`config.mk`:
```
export PLATFORM = sky130hd
export DESIGN_NAME = keypad_scan
export DESIGN_NICKNAME = d
export VERILOG_FILES = /design/src/rtl/keypad_scan.sv
export SDC_FILE = /design/constraint.sdc
export NUM_CORES = 1
export LEC_CHECK = 0
export ABC_AREA = 0
export CORE_MARGIN = 5
export CORE_UTILIZATION = 50
export DETAILED_ROUTE_END_ITERATION = 6
export PLACE_DENSITY = 0.69
export SETUP_SLACK_MARGIN = 0.15
export SKIP_LAST_GASP = 1
export SYNTH_ARGS = -nofsm -noshare
export SYNTH_HDL_FRONTEND = slang
export SYNTH_SLANG_ARGS = --single-unit
```
`constraint.sdc`:
```
create_clock -name clk -period 4.02 [get_ports clk]
set_clock_uncertainty 0.2 [all_clocks]
set_input_delay 0.804 -clock clk [delete_from_list [all_inputs] [get_ports clk]]
set_output_delay 0.804 -clock clk [all_outputs]
set_load 0.1 [all_outputs]
```
`src/rtl/keypad_scan.sv`:
```
// 4x4 matrix keypad scanner: column drive, row sampling,
// frame-level debounce and single-shot key reporting.
module keypad_scan #(
  parameter int SCAN_BIT = 16,
  parameter int DEBOUNCE = 4
) (
  input  logic       clk,
  input  logic       rst_p,
  input  logic [3:0] row_n,
  output logic [3:0] col_n,
  output logic [3:0] key_code,
  output logic       key_valid,
  output logic       key_down
);

  typedef enum logic {IDLE, PRESSED} state_t;

  localparam logic [3:0] DB = 4'(DEBOUNCE);

  state_t state, state_nx;

  logic [3:0] row_m, row_s;
  logic [SCAN_BIT-1:0] div;
  logic [1:0] col;
  logic sample, last_col;

  logic [1:0] row_idx;
  logic col_hit;
  logic acc_v;
  logic [3:0] acc_code;
  logic base_v, frame_v;
  logic [3:0] frame_code, res_code;

  logic prev_v;
  logic [3:0] prev_code;
  logic [3:0] cnt, cnt_nx;
  logic same, stable, load;

  assign col      = div[SCAN_BIT-1 -: 2];
  assign sample   = &div[SCAN_BIT-3:0];
  assign last_col = sample && (col == 2'd3);
  assign col_n    = ~(4'b0001 << col);

  always_ff @(posedge clk or posedge rst_p) begin
    if (rst_p) begin
      row_m <= 4'hF;
      row_s <= 4'hF;
      div   <= '0;
    end else begin
      row_m <= row_n;
      row_s <= row_m;
      div   <= div + 1'b1;
    end
  end

  // Lowest active row wins within a column.
  always_comb begin
    row_idx = 2'd0;
    col_hit = 1'b1;
    casez (row_s)
      4'b???0: row_idx = 2'd0;
      4'b??01: row_idx = 2'd1;
      4'b?011: row_idx = 2'd2;
      4'b0111: row_idx = 2'd3;
      default: col_hit = 1'b0;
    endcase
  end

  assign base_v     = (col != 2'd0) && acc_v;
  assign frame_v    = base_v || col_hit;
  assign frame_code = base_v ? acc_code : {row_idx, col};
  assign res_code   = frame_v ? frame_code : 4'd0;

  always_ff @(posedge clk or posedge rst_p) begin
    if (rst_p) begin
      acc_v    <= 1'b0;
      acc_code <= 4'd0;
    end else if (sample) begin
      acc_v    <= frame_v;
      acc_code <= frame_code;
    end
  end

  assign same = (frame_v == prev_v) && (res_code == prev_code);

  always_comb begin
    cnt_nx = 4'd1;
    if (same)
      cnt_nx = (cnt >= DB) ? cnt : cnt + 4'd1;
  end

  assign stable = (cnt_nx == DB);

  always_ff @(posedge clk or posedge rst_p) begin
    if (rst_p) begin
      prev_v    <= 1'b0;
      prev_code <= 4'd0;
      cnt       <= 4'd0;
    end else if (last_col) begin
      prev_v    <= frame_v;
      prev_code <= res_code;
      cnt       <= cnt_nx;
    end
  end

  always_ff @(posedge clk or posedge rst_p) begin
    if (rst_p) state <= IDLE;
    else       state <= state_nx;
  end

  always_comb begin
    state_nx = state;
    unique case (state)
      IDLE:
        if (last_col && stable && frame_v)
          state_nx = PRESSED;
      PRESSED:
        if (last_col && stable && !frame_v)
          state_nx = IDLE;
      default: state_nx = IDLE;
    endcase
  end

  always_comb begin
    key_down = (state == PRESSED);
    load     = (state == IDLE) && (state_nx == PRESSED);
  end

  always_ff @(posedge clk or posedge rst_p) begin
    if (rst_p) begin
      key_valid <= 1'b0;
      key_code  <= 4'd0;
    end else begin
      key_valid <= load;
      if (load) key_code <= res_code;
    end
  end

endmodule
```
## Word level (Yosys, flattened, before mapping)

Cells that the tools add are included.

| storage, ports and cells | value |
|---|---|
| register bits | 44 |
| word-level logic and storage cells | 46 |

| operators by class | value |
|---|---|
| add/subtract/negate cells | 2 |
| magnitude comparators | 1 |
| equal/unequal tests | 7 |
| shift-type cells | 1 |
| mux-type cells | 9 |
| bitwise logic cells | 3 |
| reduce and logical (&&, ||, !) cells | 12 |

Operators with widths:

| operator | count |
|---|---|
| 16-bit by 1-bit adder with 16-bit output, second input constant | 1 |
| 4-bit two-way mux | 4 |
| 14-bit AND reduction | 1 |
| 4-bit by 3-bit == test with 1-bit output, second input constant | 2 |
| 1-bit logical AND | 7 |
| 2-bit case mux with 3 select lines | 1 |
| 4-bit by 1-bit adder with 4-bit output, second input constant | 1 |
| 4-bit == test | 1 |
| 4-bit by 3-bit greater-or-equal comparator with 1-bit output, second input constant | 1 |
| 4-bit inverter | 1 |
| 4-bit OR reduction | 1 |
| 1-bit by 2-bit << shifter with 4-bit output, first input constant | 1 |
| 3-bit by 2-bit == test with 1-bit output, second input constant | 1 |
| 1-bit two-way mux | 3 |
| 2-bit by 1-bit == test with 1-bit output, second input constant | 1 |
| 2-bit == test, second input constant | 1 |
| 1-bit inverter | 2 |
| 1-bit case mux with 2 select lines | 1 |
| 2-bit nonzero test | 1 |
| 1-bit == test | 1 |
| 1-bit zero test | 1 |
| 1-bit logical OR | 1 |

## Depth between registers and ports, before layout

Gate-level depths: netlist of the first run.

| depth | value |
|---|---|
| depth in word-level cells | 14 |
| gate-level depth with buffers | 8 |
| depth with buffers taken out | 7 |

## Worst setup path before layout of the first run

OpenSTA, ideal clock, no wires.

| path | value |
|---|---|
| path kind | register -> register |
| start point | register div[0] |
| end point | register key_code[0] |
| setup time | 0.125 ns |
| arrival time | 1.990 ns |
| path slack | 1.705 ns |
| stages on the path, launching flop included | 9 |
| path through | dfrtp_1 > ha_1 > and3_1 > nand4_1 > or2_1 > clkbuf_1 > nor2_1 > nand3_4 > mux2_4 |

| between the ends | value |
|---|---|
| longest elaborated chain between the ends | 7 |
| elaborated cells between the ends (all ways) | 9 |
| those cells by class | 3 x mux; 6 x reduce/logical |

RTL lines:

| what | RTL line | source |
|---|---|---|
| from (decl) | 23 | `logic [SCAN_BIT-1:0] div;` |
| from (signal assigned) | 52 | `div <= div + 1'b1;` |
| 14-bit AND reduction (*) | 40 | `assign sample = &div[SCAN_BIT-3:0];` |
| 1-bit logical AND (*) | 41 | `assign last_col = sample && (col == 2'd3);` |
| 1-bit logical AND (*) | 115, 118 |  |
| 1-bit logical AND, on equally long branches | 118, 115 |  |
| 1-bit two-way mux, on equally long branches | 118, 115 |  |
| 1-bit case mux with 2 select lines (*) | 113 | `unique case (state)` |
| 1-bit logical AND (*) | 126 | `load = (state == IDLE) && (state_nx == PRESSED);` |
| to (signal assigned) | 135 | `if (load) key_code <= res_code;` |
| to (decl) | 11 | `output logic [3:0] key_code,` |

Mark *: on every way between the ends. The rest lies on a longest branch, timed or not.
A chain may end at the register's enable or synchronous reset.

## Worst setup path after layout of the first run

| path | value |
|---|---|
| start point | register div[14] |
| end point | output port col_n[3] |

| between the ends | value |
|---|---|
| longest elaborated chain between the ends | 2 |

RTL lines:

| what | RTL line | source |
|---|---|---|
| 1-bit by 2-bit << shifter with 4-bit output | 42 | `assign col_n = ~(4'b0001 << col);` |
| 4-bit inverter | 42 |  |
| to (decl) | 10 | `output logic [3:0] col_n,` |

No other way between the ends.

==> results of run 1 <==
-- worst max path at each step --
| stage | from | depth (start not counted) | slack (ns) | end |
|---|---|---|---|---|
| 4_1_cts | div[14] | 2 | 0.97 | col_n[3] |
| 3_5_place_dp | div[14] | 2 | 1.29 | col_n[3] |
| 6_report | div[14] | 2 | 0.98 | col_n[3] |
| 5_1_grt | div[14] | 2 | 0.90 | col_n[3] |
| 3_3_place_gp | div[14] | 2 | 1.30 | col_n[3] |
| 2_1_floorplan | div[0] | 8 | 1.71 | key_code[0] |
-- sequential cells by signal (all words and copies together), names as in the netlist --
register,cells
cnt,4
key_valid,1
prev_v,1
acc_v,1
key_down,1
prev_code,4
row_m,4
key_code,4
div,16
acc_code,4
row_s,4
-- power groups by stage --
stage,Clock [mW],Combinational (mW),Sequential [mW]
after CTS,0.339,0.0246,0.452
after global routing,0.361,0.0276,0.452
after floorplan,0,0.0145,0.459
final,0.329,0.0241,0.452
after detailed placement,0,0.0247,0.460
after global placement,0,0.0240,0.460
-- cells by family (layout without fill, tap and decap cells) --
| family | Yosys count | in the layout | share of synthesized area [%] |
|---|---|---|---|
| simple gates | 74 | 74 | 20.3 |
| flops | 44 | 44 | 54.6 |
| compound gates | 29 | 29 | 10.2 |
| xor+xnor | 14 | 14 | 6.02 |
| buf+inv | 11 | 32 | 2.27 |
| mux | 9 | 9 | 5.41 |
| fa+ha+maj | 2 | 2 | 1.23 |
-- layer usage --
metal	GRT usage, %	wire, µm
met2	25.2	1820
met5	0	0
met1	20.0	1740
met4	6.64	69
met3	3.69	86
-- final cells by class --
type	instances	area (µm²)
Clock inverter	2	35.0
Clock buffer	6	72.6
Sequential cell	44	1110
Multi-Input combinational cell	128	878
Fill cell	345	1630
Tap cell	50	62.6
Timing Repair Buffer	16	150
Inverter	8	30.0
-- cells in the final DEF (no fill, tap or decap), types with 5 or more instances in the layout --
master,n
a21oi_1,6
inv_1,7
clkbuf_8,5
dfstp_2,8
nand2_1,19
o21ai_0,8
nand3_1,10
nor2b_1,5
clkdlybuf4s50_1,12
xnor2_1,11
dfrtp_1,36
nor2_1,9
nand4_1,6
==> results.md, run 1 <==
- Overall routing resource usage: 15.6%
- Worst hold path type: reg -> reg
- Die height: 73.8 µm
- Setup TNS: 0 ns
- Unique masters post-synth: 45
- Reg-to-reg endpoint: key_code[3]
- Share of cells above drive strength 1: 15.2%
- Pre-CTS setup slack: 1.29 ns
- Worst-skew pair later-pin latency: 0.30 ns
- Synth area leader: dfrtp_1
- Crit-path cells: nand2_1, clkdlybuf4s50_1
- Register area share after synthesis: 54.6%
- Final Critical Period: 3.04 ns
- Most common cell in the netlist: dfrtp_1
- Inserted Clock Buffers: 5
- CP max-delay cell: clkdlybuf4s50_1
- RR Startpoint: cnt[0]
- Seq pwr share: 56.1%
- Arr. time, crit path: 2.04 ns
- Vias: 1390
- Final setup fails: 0
- Final Util: 58.9%
- Synthesized cell area: 0.00204 mm²
- Placed insts: 246
- Final Cell Area: 0.00234 mm²
- Number of hold buffers added after CTS: 0
- CTS sink cnt: 44
- Yosys top cell area share: 44.3%
- Syn avg cell area: 11.1 µm²
- Gate Count Post-Synth: 183
- Final wirelength: 3720 µm
- Buffers on Ports: 15
- DRC Markers: 0
- FP Rows: 23
- Grt total ovfl: 0
- Setup Crit Path Kind: reg -> out
- RSZ-0062 raised after global routing: no
- PD cells: 344 mW/mm²
- Htree depth: 2
- Worst path required time: 3.02 ns
- Largest stage delay on the critical path: 1.13 ns
- Hold WS: 0.160 ns
- Initial Util: 51.3%
- Clk buf depth: 2
- DR pass1 iterations: 4
- Slew at the pin closest to its max-slew limit: 0.973 ns
- Final period utilization: 75.7%
- Crit. End Element: output pin
- Clk pwr share: 40.9%
- Final Max Tran Viols: 0
- CP Buf/Inv Count: 1
- Largest net degree at the start of global routing: 45
- Initial antenna violation count: 0
- Area contributors post-synth: dfrtp_1 44%, dfstp_2 10%, xnor2_1 4.7%
- Critical Path Start Type: flip-flop
- Synthesized flop and latch total: 44
- First-pass GRT wire length: 6430 µm
- Critical path's top delay family: buffers and inverters
- Crit-path max FO: 11
- Placed inst area: 0.00223 mm²
- CTS tree: done
- Hold Vio Cnt, Final: 0
- Top_reg_cell synth: dfrtp_1
- Sw Ratio: 20.2%
- DR vias/cell: 5.47
- Area Overhead vs Synth: 14.9%
- Fin cells: 254
- Top cells by count, synth: 36 x dfrtp_1, 19 x nand2_1, 11 x xnor2_1
- Overall Power: 805 µW
- Fmax: 329 MHz
- Root buffer cell: clkbuf_8
- Die span in x: 73.8 µm
- Net Count, Synth: 191
- Maximum capacitance violations: 0
- Post_cts resized: 0
- Yosys warns: 0
- Worst Reg2Reg Path Length in Cells: 7
- DR iter-0 viols: 71
- DRT antenna net count: 0
- Reg2Reg Setup Slack: 1.44 ns
- Synth async-reset ratio: 100%
- ANT cells: 0
- Hold Crit Start: row_m[2]
- Number of global-route vias before repair: 1376
- Clock-pin slew on the worst setup and hold paths: 0.09 ns
- Post CTS Setup Buffer Count: 0
- EDFF count, synth: 0
- Gate power share: 3.0%
- Peak supply drop: 0.248 mV
- Placer Congestion: 0.820
- Rel. slew slack: 34.9%
- DPL Wire Length: 2680 µm
- Avg WL per Cell: 14.6 µm
- Switching power: 162 µW
- Core ar.: 0.00397 mm²
- Final setup margin: 0.977 ns
- Hold Path Stages: 0
- # IOs: 16
- Die ar.: 0.00545 mm²
- Leak Pwr: 1.03 nW
- Int Power: 642 µW
- # nets final: 211
- WHS Endpoint: row_s[2]
- Status: complete, no violations
(Power assumes the default switching activity.)
==> run 2: changes to the inputs <==
- clock period: 4.02 -> 3 ns (I/O delays scaled with it)
==> run 2 against run 1 <==
Effect of this change: non-clock buffer count is 1 higher; combinational power is 37% higher; sequential share of layout area is 0.77 points higher; via count is 0.86% higher; die area stayed put; power is 22% higher; design area is 1.6% lower; flip-flop and latch count stayed put.
==> results.md, run 2 (synthesized netlist as in run 1, its figures left out) <==
- Worst path required time: 2.97 ns (-0.05 ns)
- Inserted Clock Buffers: 5 (unchanged)
- Critical Path Start Type: flip-flop
- Grt total ovfl: 0 (unchanged)
- Avg WL per Cell: 14.2 µm (-2.7%)
- Hold Vio Cnt, Final: 0 (unchanged)
- Clock-pin slew on the worst setup and hold paths: 0.07 ns (-0.02 ns)
- Crit. End Element: flip-flop
- # nets final: 212 (+0.47%)
- Number of hold buffers added after CTS: 0 (unchanged)
- Share of cells above drive strength 1: 18.0% (+2.9 points)
- Placer Congestion: 0.872 (+6.3%)
- Htree depth: 2 (unchanged)
- Max reg flops: 16 (unchanged)
- Setup Crit Path Kind: reg -> reg
- Final period utilization: 86.2%
- Core ar.: 0.00397 mm² (unchanged)
- Pre-CTS setup slack: 0.420 ns (-0.872 ns)
- Die span in x: 73.8 µm (unchanged)
- CTS sink cnt: 44 (unchanged)
- Die ar.: 0.00545 mm² (unchanged)
- DR vias/cell: 5.50 (+0.47%)
- ANT cells: 0 (unchanged)
- Overall routing resource usage: 15.1% (-0.56 points)
- Final Max Tran Viols: 0 (unchanged)
- Initial Util: 51.3% (unchanged)
- DR pass1 iterations: 4 (unchanged)
- Root buffer cell: clkbuf_8
- Die height: 73.8 µm (unchanged)
- RSZ-0062 raised after global routing: no
- Worst-skew pair later-pin latency: 0.29 ns (about the same)
- Fmax: 387 MHz
- RR Startpoint: div[14]
- Area Overhead vs Synth: 13.1%
- Leak Pwr: 1.03 nW (+0.16%)
- Worst hold path type: reg -> reg
- Final setup margin: 0.415 ns (-0.562 ns)
- Buffers on Ports: 15 (unchanged)
- Maximum capacitance violations: 0 (unchanged)
- Rel. slew slack: 64.2% (+29 points)
- # IOs: 16 (unchanged)
- CP endpoint: key_code[0]
- Reg-to-reg endpoint: key_code[0]
- Arr. time, crit path: 2.56 ns (+0.52 ns)
- DRC Markers: 0 (unchanged)
- Peak supply drop: 0.249 mV (+0.45%)
- Number of global-route vias before repair: 1380 (+0.29%)
- DRT antenna net count: 0 (unchanged)
- Initial antenna violation count: 0 (unchanged)
- DPL Wire Length: 2740 µm (+2.1%)
- Hold Path Stages: 0 (unchanged)
- CP startpoint: div[14]
- Largest net degree at the start of global routing: 45 (unchanged)
- Crit-path max FO: 11 (unchanged)
- PD cells: 425 mW/mm² (+24%)
- Clk buf depth: 2 (unchanged)
- Worst Reg2Reg Path Length in Cells: 6 (-1)
- Most flops, register: div
- Most frequent cells in the layout: 36 x dfrtp_1, 19 x nand2_1, 12 x buf_4
- First-pass GRT wire length: 6310 µm (-1.8%)
- Status: complete, no violations
- Slew at the pin closest to its max-slew limit: 0.537 ns (-0.436 ns)
- Reg2Reg Setup Slack: 0.41 ns (-1.03 ns)
- Final wirelength: 3630 µm (-2.3%)
- Vias: 1402 (+0.86%)
- Post_cts resized: 0 (unchanged)
- FP Rows: 23 (unchanged)
- Final setup fails: 0 (unchanged)
- Most common cell after layout, fill and taps aside: dfrtp_1
- Final Critical Period: 2.59 ns
- Setup TNS: 0 ns (unchanged)
- Post CTS Setup Buffer Count: 0 (unchanged)
- DR iter-0 viols: 85 (+20%)
- CTS tree: done
## run 2: cell count changes in the layout (fill, tap and decap cells not counted), sizes merged
cell	before	now
buf	4	12
bufinv	1	0
clkbuf	6	8
clkinv	1	0
clkdlybuf4s50	12	5
## run 2: cell type report
cell class                      count  area (µm²)
Inverter                            8        30.0
Tap cell                           50        62.6
Timing Repair Buffer               17         140
Multi-Input combinational cell    128         878
Clock buffer                        8        80.1
Fill cell                         347        1670
Sequential cell                    44        1110
## run 2: worst min-delay path by stage
stage | startpoint | to
floorplan | row_m[0] | row_s[0]
CTS | row_m[3] | row_s[3]
detailed placement | row_m[3] | row_s[3]
global placement | row_m[3] | row_s[3]
global route | row_m[3] | row_s[3]
finish | row_m[3] | row_s[3]
## run 2: per-layer routing
metal / share of wire (%) / GRT usage (%)
met1: 43 / 18.7
met3: 3.0 / 3.42
met2: 53 / 25.3
met5: 0 / 0
met4: 1.1 / 5.84
## run 2: critical path, cell delays in order, from the launching register on
cell     delay (ns)
dfrtp_1        0.56
a21oi_1        0.17
nor2_1         0.27
or4b_4         0.51
a31oi_4        0.28
nand3_4        0.15
mux2_4         0.32
## run 2: through the flow
step | power (mW) | hold WS [ns] | instance area, µm² | instances | utilization (%)
floorplan | 0.635 | 0.145 | 2040 | 183 | -
global placement | 0.649 | 0.147 | 2220 | 247 | 56.0
CTS | 0.995 | 0.157 | 2300 | 255 | 58.0
detailed placement | 0.650 | 0.147 | 2220 | 247 | 56.0
finish | 0.979 | 0.156 | 2300 | 255 | 58.0
global route | 1.02 | 0.160 | 2300 | 255 | 58.0
## run 2: power breakdown
group | switching, mW | internal [mW] | leakage (nW)
clock network | 0.176 | 0.165 | 0.0395
registers | 0.00249 | 0.603 | 0.573
logic | 0.0208 | 0.0121 | 0.418
total | 0.199 | 0.780 | 1.03
